==> src/rtl/fetch_stage.sv <==
// Instruction fetch stage: PC, imem req/ack handshake, one-entry skid buffer, redirect/flush.
// Optional FETCH_PERF_CNT_EN adds perf_fetch_cnt / perf_stall_cnt outputs.
module fetch_stage #(
    parameter logic [31:0] RESET_PC = 32'h0000_0000
) (
    input  logic        clk,
    input  logic        reset,
    output logic        imem_req,
    output logic [31:0] imem_addr,
    input  logic        imem_ack,
    input  logic [31:0] imem_rdata,
    input  logic        stall,
    input  logic        redirect,
    input  logic [31:0] redirect_pc,
    output logic        if_valid,
    output logic [31:0] if_instr,
    output logic [31:0] if_pc,
    output logic [31:0] if_pc4
`ifdef FETCH_PERF_CNT_EN
    ,
    output logic [31:0] perf_fetch_cnt,
    output logic [31:0] perf_stall_cnt
`endif
);

    typedef enum logic [1:0] {IDLE, REQ, SKID, DROP} state_t;

    state_t      state, state_n;
    logic [31:0] pc, pc_n, pc_inc;
    logic        valid_n;
    logic [31:0] instr_n, opc_n, opc4_n;
    logic [31:0] skid_instr, skid_pc, skid_instr_n, skid_pc_n;
    logic        slot_free;
    logic        load;

    assign imem_req  = (state == REQ) || (state == DROP);
    assign imem_addr = pc;
    assign pc_inc    = pc + 32'd4;
    assign slot_free = !if_valid || !stall;

    always_comb begin
        state_n      = state;
        pc_n         = pc;
        valid_n      = if_valid;
        instr_n      = if_instr;
        opc_n        = if_pc;
        opc4_n       = if_pc4;
        skid_instr_n = skid_instr;
        skid_pc_n    = skid_pc;
        load         = 1'b0;
        if (redirect) begin
            // Masking keeps all redirect_pc bits in use while forcing word alignment.
            pc_n         = redirect_pc & ~32'h0000_0003;
            valid_n      = 1'b0;
            skid_instr_n = '0;
            skid_pc_n    = '0;
            if ((state == REQ || state == DROP) && !imem_ack)
                state_n = DROP;
            else
                state_n = REQ;
        end else begin
            case (state)
                IDLE: state_n = REQ;
                REQ: begin
                    if (imem_ack) begin
                        pc_n = pc_inc;
                        if (slot_free) begin
                            load    = 1'b1;
                            valid_n = 1'b1;
                            instr_n = imem_rdata;
                            opc_n   = pc;
                            opc4_n  = pc_inc;
                        end else begin
                            skid_instr_n = imem_rdata;
                            skid_pc_n    = pc;
                            state_n      = SKID;
                        end
                    end else if (slot_free) begin
                        valid_n = 1'b0;
                    end
                end
                SKID: begin
                    if (!stall) begin
                        load    = 1'b1;
                        valid_n = 1'b1;
                        instr_n = skid_instr;
                        opc_n   = skid_pc;
                        opc4_n  = skid_pc + 32'd4;
                        state_n = REQ;
                    end
                end
                DROP: if (imem_ack) state_n = REQ;
                default: state_n = IDLE;
            endcase
        end
    end

    always_ff @(posedge clk) begin
        if (reset) begin
            state      <= IDLE;
            pc         <= RESET_PC;
            if_valid   <= 1'b0;
            if_instr   <= '0;
            if_pc      <= '0;
            if_pc4     <= '0;
            skid_instr <= '0;
            skid_pc    <= '0;
        end else begin
            state      <= state_n;
            pc         <= pc_n;
            if_valid   <= valid_n;
            if_instr   <= instr_n;
            if_pc      <= opc_n;
            if_pc4     <= opc4_n;
            skid_instr <= skid_instr_n;
            skid_pc    <= skid_pc_n;
        end
    end

`ifdef FETCH_PERF_CNT_EN
    always_ff @(posedge clk) begin
        if (reset) begin
            perf_fetch_cnt <= '0;
            perf_stall_cnt <= '0;
        end else begin
            if (load)
                perf_fetch_cnt <= perf_fetch_cnt + 32'd1;
            if (stall && if_valid)
                perf_stall_cnt <= perf_stall_cnt + 32'd1;
        end
    end
`endif

endmodule

==> config.mk <==
export PLATFORM = sky130hd
export DESIGN_NAME = fetch_stage
export DESIGN_NICKNAME = d
export VERILOG_FILES = /design/src/rtl/fetch_stage.sv
export SDC_FILE = /design/constraint.sdc
export NUM_CORES = 1
export LEC_CHECK = 0
export CELL_PAD_IN_SITES_DETAIL_PLACEMENT = 0
export CELL_PAD_IN_SITES_GLOBAL_PLACEMENT = 2
export CORE_MARGIN = 2
export CORE_UTILIZATION = 36
export CTS_CLUSTER_DIAMETER = 60
export DETAILED_ROUTE_END_ITERATION = 16
export DONT_BUFFER_PORTS = 1
export HOLD_SLACK_MARGIN = 0.03
export PLACE_DENSITY_LB_ADDON = 0.1
export SETUP_SLACK_MARGIN = 0.4
export SYNTH_ARGS = -nofsm -noshare
export SYNTH_HDL_FRONTEND = slang
export SYNTH_SLANG_ARGS = --single-unit
==> constraint.sdc <==
create_clock -name clk -period 3 [get_ports clk]
set_input_delay 0.6 -clock clk [delete_from_list [all_inputs] [get_ports clk]]
set_output_delay 0.6 -clock clk [all_outputs]
set_load 0.005 [all_outputs]
==> flow_summary.yaml, run 1 <==
global_route:
  met1_usage: 0.3008
  grt_use_met3: 0.06523
  grt.busiest_layer: "met2"
  antenna_found_initial: 0
  grt_pass1_vias: 7418
  grt_start_max_net_pins: 113
  grt_pass1_wl_mm: 45.31
  grt_usage: 0.2247
  overflow: 0
  use_met2: 0.3545
min_path:
  whs_path_depth: 1
  worstHoldStart: "reset"
  hold_class: "in -> reg"
final_layout:
  fill_cells: 2563
  drive_above_1_share: 0.08696
  fin_area_um2: 9878
  area_delta_synth_final_pct: 10.73
  antenna_cells: 0
  fin_nets: 1185
yosys:
  avgSynthCellArea_um2: 7.731
  synth.cell_area_um2: 8921
  ys.flop_type: "dfxtp_1"
  synth-edff-count: 0
  synthSimpleGateAreaFrac: 0.2721
  netlist.area_leader.share: 0.4196
  ys_seq_elements: 187
  synth_area_leaders: "dfxtp_1 42%, nand2_1 13%, a311oi_1 6.4%, nor2_1 5.0%, a21oi_1 4.9%"
  synth_top_family_by_area: "simple AND/OR/NAND/NOR gates"
  synth-adder-area-share: 0.002805
  async_flop_share: 0
  ys_types: 60
  synth_compound_area_frac: 0.1634
  yosys-mux-area-fraction: 0.01234
  synth_cells: 1154
  synth-xor-area-share: 0.07461
  yosysSeqAreaShare: 0.4196
  ys_warn_count: 0
  synth.largest_area_cell: "dfxtp_1"
detailed_routing:
  drc: 0
  wirelength_mm: 29.63
  num_vias: 7744
  drtAntennaViolNets: 0
  wl_per_cell_um: 20.42
  avgViaCountPerCell: 5.337
  drt_iter0_drc: 613
  firstDrtPassIters: 5
clocking:
  htreeDepth: 4
  cts_resized: 0
  root_buffer: "clkbuf_16"
  path_clk_slew_ps: 80
  clock-sinks: 187
  cts_tree: "yes"
  cts_hold_buf: 0
  postCtsSetupRepairBufs: 0
  clock_latency_ps: 430
  numCtsBuffers: 17
  clock_path_buffers: 2
sta:
  fmax_ghz: 0.4293
  setup_viol: 0
  hold_violations: 0
  slew_viol_final: 0
  period_needed_ps: 2329
  fin_skew_ps: 18.94
  rsz0062_at_grt: "false"
  slew_headroom: 0.4722
  fin_tns_setup_ps: 0
  tightest_slew_ps: 791.7
  period_share: 0.7764
  holdWs_ps: 235.6
worst_setup_path:
  cp.required_ps: 3310
  start_kind: "flop"
  startpoint: "imem_addr[19]"
  critPathCapture: "if_pc4[28]"
  crit_arrival_ps: 2640
  rrSetupSlack_ps: 670
  worst_setup_path_end_kind: "flop"
  path_max_fanout: 8
  reg2reg_to: "if_pc4[28]"
  path_class: "reg -> reg"
  ff2ff_path_depth: 7
  rr_startpoint: "imem_addr[19]"
run_status:
  status: "finished clean"
flow_run:
  max_cap_viol_count: 0
pwr:
  leakage_nw: 3.277
  powerDensity_nw_per_um2: 543.7
  peakVddDrop_v: 0.0002679
floorplan:
  die-area_um2: 26060
  dieHeight_um: 161.4
  initial_utilization: 0.3668
  io_pins: 199
  row_count: 57
  dieWidth_um: 161.4
  core_area_um2: 24320
place:
  port_buffers: 0
  post-dp-hpwl_mm: 19.98
  place_congestion: 0.8229
  placed_area_um2: 9293
metal layers:
metal  vias to the layer above  part of all wire
li1                       3859                 -
met1                      3651              0.46
met2                       210              0.45
met3                        24             0.071
met4                         0             0.017
met5                         -                 0
placed cells by master (no fill, tap or decap), drive strengths merged, types with 8 or more instances in the layout:
cell,n
nand2,315
dfxtp,187
nor2,119
a21oi,88
a311oi,65
xnor2,42
buf,40
xor2,34
nand3,33
nand4,22
clkbuf,19
inv,16
o21ai,14
nor3,12
mux2i,11
a211oi,9
o211ai,8
and3,8
or3,8
cells in the mapped netlist (11+ instances only):
cell and n:
nand3_1 32, xnor2_1 42, nand2_1 314, buf_2 21, o21ai_0 12, nand4_1 21
nor2_1 119, xor2_1 34, a311oi_1 65, clkbuf_1 65, dfxtp_1 187, mux2i_1 11
a21oi_1 88
worst min-delay path by stage:
stage                                 to  slack [ps]
after floorplan            skid_instr[0]         440
after CTS                   if_instr[25]         220
after global routing         if_instr[6]         210
final                        if_instr[4]         240
after global placement    skid_instr[16]         440
after detailed placement  skid_instr[18]         450
flip-flops by register name (all words and copies together) (netlist names):
| name | flops |
|---|---|
| imem_addr | 30 |
| skid_pc | 30 |
| state | 2 |
| skid_instr | 32 |
| if_valid | 1 |
| if_pc4 | 30 |
| if_instr | 32 |
| if_pc | 30 |
power by group:
| part | total (mW) | switching, mW | internal [mW] |
|---|---|---|---|
| registers | 2.68 | 0.110 | 2.57 |
| logic | 0.407 | 0.252 | 0.155 |
| clock network | 2.28 | 1.13 | 1.15 |
| total | 5.37 | 1.49 | 3.88 |
through the flow:
step | setup WS [ps] | util | std cells | power [mW]
final | 670.7 | 0.4062 | 1451 | 5.371
after global routing | 467.8 | 0.4062 | 1451 | 5.591
after CTS | 539.4 | 0.4061 | 1451 | 5.437
after detailed placement | 554.4 | 0.3821 | 1419 | 3.153
after global placement | 581.7 | 0.3821 | 1419 | 3.149
after floorplan | 818.6 | - | 1159 | 3.031
final cells by class:
class | instances | area, µm² | area share
inverter | 10 | 37.54 | 0.003800
multi-input combinational | 858 | 4743 | 0.4802
clock inverter | 13 | 131.4 | 0.01330
sequential | 187 | 3745 | 0.3791
timing repair buffer | 40 | 362.8 | 0.03673
tap | 324 | 405.4 | 0.04104
clock buffer | 19 | 452.9 | 0.04585
critical path: stages (launching register included):
cell and delay (ps):
dfxtp_1 580, and3_1 250, nor3b_2 380, buf_4 200, nand3_1 120, nor2_1 200
xnor2_1 90, a2111oi_1 400
cells by family after synthesis:
| group | Yosys count |
|---|---|
| mux | 11 |
| flops | 187 |
| other cells | 1 |
| compound gates | 214 |
| fa+ha+maj | 2 |
| simple gates | 549 |
| buf+inv | 114 |
| xor+xnor | 76 |
No activity file was read; power rests on OpenSTA's default activity.
==> run 2, diff against run 1 <==
Clock period 3 ns to 2.45 ns, I/O delays scaled along.
==> run 2 against run 1 <==
Wire length rose by 0.23%. Clock skew fell by 1.2 ps. Combinational power rose by 39%. Worst setup slack got worse by 240 ps. Sequential power rose by 22%. Cell area rose by 4.7%. Clock power rose by 26%. Utilization rose by 1.9 points. Count of clock-buffer cells in the layout did not move. Critical path type unchanged. Critical endpoint is now if_pc4[29].
==> flow_summary.yaml, run 2 (synthesized netlist as in run 1, its figures left out) <==
final_layout:
  fill_cells: 2549
  final_common_cell: "nand2_1"
  top_regs: "if_instr (32), skid_instr (32)"
  area_delta_synth_final_pct: 15.98
  fin_nets: 1219
  final_cell_mix: "314 x nand2_1, 170 x dfxtp_1, 113 x nor2_1"
  antenna_cells: 0
  drive_above_1_share: 0.1413
  final_util: 0.4254
floorplan:
  core_area_um2: 24320
  dieWidth_um: 161.4
  dieHeight_um: 161.4
  die-area_um2: 26060
  io_pins: 199
  initial_utilization: 0.3668
  row_count: 57
clocking:
  clock_latency_ps: 440
  path_clk_slew_ps: 80
  root_buffer: "clkbuf_16"
  numCtsBuffers: 17
  cts_hold_buf: 0
  htreeDepth: 4
  clock-sinks: 187
  clock_path_buffers: 2
  cts_tree: "yes"
sta:
  period_share: 0.8257
  holdWs_ps: 121.2
  tightest_slew_ps: 807.4
  rsz0062_at_grt: "true"
  fin_tns_setup_ps: 0
  slew_viol_final: 0
  hold_violations: 0
  fin_skew_ps: 17.73
  setup_viol: 0
  fmax_ghz: 0.4943
  period_needed_ps: 2023
  slew_headroom: 0.4618
  setup_slack_ps: 426.9
pwr:
  powerDensity_nw_per_um2: 647.5
  leakage_nw: 3.505
  peakVddDrop_v: 0.0004572
  power_mw: 6.700
detailed_routing:
  firstDrtPassIters: 5
  drtAntennaViolNets: 0
  drt_iter0_drc: 518
  drc: 0
  num_vias: 7827
  avgViaCountPerCell: 5.271
  wirelength_mm: 29.70
  wl_per_cell_um: 20.00
worst_setup_path:
  path_max_fanout: 7
  path_class: "reg -> reg"
  slowest_stage: "or4b_4"
  cp_cell_sequence: "nand4_4 > or3_4 > or4b_4 > xor2_2 > a2bb2oi_2 > o21ai_1"
  cp.required_ps: 2750
  critical_path_buf_inv_count: 0
  cp_top_family: "simple AND/OR/NAND/NOR gates"
  slowest_delay_ps: 560
  start_kind: "flop"
  crit_arrival_ps: 2320
  worst_setup_path_end_kind: "flop"
run_status:
  status: "finished clean"
place:
  place_ws_ps: 225.3
  post-dp-hpwl_mm: 19.92
  place_congestion: 0.8341
  port_buffers: 0
global_route:
  grt_pass1_vias: 7411
  antenna_found_initial: 0
  grt_usage: 0.2252
  grt_start_max_net_pins: 113
  overflow: 0
  grt_pass1_wl_mm: 45.66
min_path:
  hold_class: "in -> reg"
flow_run:
  max_cap_viol_count: 0
-- run 2: path summary, 6_finish.rpt --
path | start | end | slack [ps] | cells past startpoint
worst max register to register | imem_addr[3] | if_pc4[29] | 430 | 6
worst min register to register | skid_instr[25] | skid_instr[25] | 460 | 2
worst min-delay path | reset | if_instr[0] | 120 | 1
worst max-delay path | imem_addr[3] | if_pc4[29] | 430 | 6
-- run 2: per-stage QoR --
step | area (µm²) | instances
after global routing | 10350 | 1485
after floorplan | 8949 | 1159
after CTS | 10180 | 1478
after global placement | 9504 | 1441
final | 10350 | 1485
after detailed placement | 9504 | 1441
-- run 2: repair_timing --
item	CTS	global route
endpoints found under the setup margin	136	29
setup buffers	5	7
pin swaps	4	11
resized for setup	13	27
-- run 2: routing by layer --
metal | GRT usage | up-vias | routed length, µm
met5 | 0 | - | 0
met1 | 0.3068 | 3684 | 13590
met2 | 0.3559 | 198 | 13630
li1 | - | 3924 | -
met3 | 0.05727 | 21 | 2020
met4 | 0.05763 | 0 | 454
-- run 2: where the power goes --
part	switching, mW	internal [mW]	total (mW)	leakage, nW
Clock	1.37	1.51	2.87	0.291
Sequential	0.113	3.15	3.26	1.53
Combinational	0.341	0.223	0.564	1.69
Total	1.82	4.88	6.70	3.51
-- run 2: cell type report --
| class | instances | area, µm² | share of cell area |
|---|---|---|---|
| sequential | 187 | 3772 | 0.3646 |
| inverter | 10 | 37.54 | 0.003628 |
| clock buffer | 19 | 452.9 | 0.04378 |
| multi-input combinational | 858 | 4848 | 0.4686 |
| clock inverter | 13 | 150.1 | 0.01451 |
| timing repair buffer | 74 | 679.4 | 0.06567 |
| tap | 324 | 405.4 | 0.03918 |
-- run 2: worst register-to-register path: stages (launching register included) --
cell,delay [ps]
dfxtp_4,430
nand4_4,110
or3_4,420
or4b_4,570
xor2_2,160
a2bb2oi_2,140
o21ai_1,60
==> run 3, diff against run 2 <==
Settings changed: CORE_UTILIZATION 36 to 32.
Clock period 2.45 ns to 1.8 ns, I/O delays scaled along.
==> run 3 against run 2 <==
The run now ends with hold timing, setup timing left. Via count increased by 15%. Largest power group unchanged. Global-route usage is 3.8 points higher. Sequential power is 37% higher. Largest cell class unchanged. Sequential share of layout area is 11 points lower. Critical path depth unchanged. Wire length increased by 33%.
==> flow_summary.yaml, run 3 (synthesized netlist as in run 1, its figures left out) <==
run_status:
  status: "complete, but fails checks"
  violations: "hold timing, setup timing"
floorplan:
  die-area_um2: 29230
  core_area_um2: 27630
  dieHeight_um: 171.0
  dieWidth_um: 171.0
  initial_utilization: 0.3229
  io_pins: 199
  row_count: 61
detailed_routing:
  drtAntennaViolNets: 0
  drt_iter0_drc: 603
  avgViaCountPerCell: 5.245
  firstDrtPassIters: 4
  num_vias: 8995
  wl_per_cell_um: 22.96
  wirelength_mm: 39.37
  drc: 0
sta:
  setup_viol: 17
  period_share: 1.079
  fmax_ghz: 0.5151
  slew_viol_final: 0
  fin_tns_setup_ps: -706.3
  hold_violations: 5
  tightest_slew_ps: 1049
  period_needed_ps: 1942
  setup_slack_ps: -141.5
  fin_skew_ps: 20.13
  holdWs_ps: -9.172
  slew_headroom: 0.3004
  rsz0062_at_grt: "true"
clocking:
  path_clk_slew_ps: 80
  cts_tree: "yes"
  clock_latency_ps: 450
  root_buffer: "clkbuf_16"
  clock_path_buffers: 2
  numCtsBuffers: 17
  clock-sinks: 187
  htreeDepth: 4
worst_setup_path:
  ff2ff_path_depth: 6
  cp.required_ps: 2120
  crit_arrival_ps: 2270
  path_class: "reg -> reg"
  start_kind: "flop"
  worst_setup_path_end_kind: "flop"
  reg2reg_to: "if_pc4[29]"
  rr_startpoint: "imem_addr[8]"
  rrSetupSlack_ps: -140
  path_max_fanout: 3
final_layout:
  area_delta_synth_final_pct: 64.71
  final_common_cell: "nand2_1"
  antenna_cells: 0
  final_cell_mix: "220 x nand2_1, 161 x dfxtp_1, 110 x buf_4"
  final_util: 0.5318
  fin_area_um2: 14690
  top_regs: "if_instr (32), skid_instr (32)"
  multi_input_area_um2: 6504
  fin_nets: 1396
  drive_above_1_share: 0.4652
  fill_cells: 2573
  finalNonFillerCells: 1715
  seq_area_um2: 3799
min_path:
  worstHoldStart: "reset"
  min_to: "if_instr[5]"
  hold_class: "in -> reg"
  whs_path_depth: 1
global_route:
  grt_use_met3: 0.06292
  grt.busiest_layer: "met2"
  met1_usage: 0.3337
  overflow: 0
  grt_usage: 0.2632
  antenna_found_initial: 0
  grt_pass1_wl_mm: 56.92
  grt_start_max_net_pins: 113
  grt_pass1_vias: 8792
  use_met2: 0.4535
pwr:
  pwr-share-clk: 0.408
  internal-power_mw: 7.105
  p_seq_frac: 0.446
  powerDensity_nw_per_um2: 679.5
  leakage_nw: 5.446
  pwr-share-comb: 0.146
  peakVddDrop_v: 0.0006244
  p_switching_mw: 2.880
  sw_frac_of_total: 0.2885
flow_run:
  max_cap_viol_count: 0
place:
  placedCellCount: 1555
  post-dp-hpwl_mm: 21.39
  place_ws_ps: -152.5
  port_buffers: 0
  placed_area_um2: 10250
  place_congestion: 0.7925
-- run 3: cell count changes in the layout (fill, tap and decap cells not counted), sizes merged --
cell | previous run | this run
clkbuf | 19 | 24
clkinv | 4 | 5
dlygate4sd3 | 0 | 16
bufbuf | 0 | 1
buf | 74 | 227
bufinv | 1 | 2
clkinvlp | 2 | 1
-- run 3: routing by layer --
layer	wire [µm]	up-vias	share of wire
met5	0	-	0
met4	624	0	0.016
met3	2175	39	0.055
met2	19570	221	0.50
met1	17000	4427	0.43
li1	-	4308	-
-- run 3: worst max path at each step --
stage | end | start | cells past startpoint | slack [ps]
detailed placement | if_pc4[29] | imem_addr[3] | 6 | -150
finish | if_pc4[29] | imem_addr[8] | 6 | -140
global route | if_pc4[29] | imem_addr[3] | 6 | -190
global placement | if_pc4[29] | imem_addr[3] | 6 | -140
floorplan | if_pc4[29] | imem_addr[5] | 7 | -130
CTS | if_pc4[29] | imem_addr[8] | 6 | -140
-- run 3: area by class of cell --
cell class	count	share of cell area
Clock inverter	14	0.01218
Multi-Input combinational cell	858	0.4426
Inverter	10	0.002554
Tap cell	378	0.03219
Clock buffer	17	0.02895
Timing Repair Buffer	251	0.2230
Sequential cell	187	0.2585
-- run 3: stage by stage --
stage | hold slack, ps | power (mW)
final | -9.172 | 9.985
after global placement | 442.4 | 5.347
after floorplan | 436.6 | 5.136
after detailed placement | 447.2 | 5.352
after CTS | -29.05 | 9.854
after global routing | -42.10 | 10.34
-- run 3: critical path: stages (launching register included) --
cell,delay [ps]
dfxtp_2,350
nand4_1,160
or3_4,400
or4b_4,530
xor2_1,150
a2bb2oi_1,150
o21ai_1,70
-- run 3: power groups by stage --
stage / Clock, mW / Sequential [mW] / Combinational [mW]
4_1_cts: 4.16 / 4.44 / 1.26
3_5_place_dp: 0 / 4.51 / 0.837
3_3_place_gp: 0 / 4.51 / 0.834
5_1_grt: 4.31 / 4.47 / 1.56
2_1_floorplan: 0 / 4.49 / 0.647
6_report: 4.07 / 4.45 / 1.46
-- run 3: repair_timing --
action                     CTS  global route
cloned                      30             7
buffers inserted            54            22
setup endpoints to repair  189           192
hold buffers                 3            13
hold endpoints to repair   109           119
pin swaps                  185           151
gates resized for setup    326           192
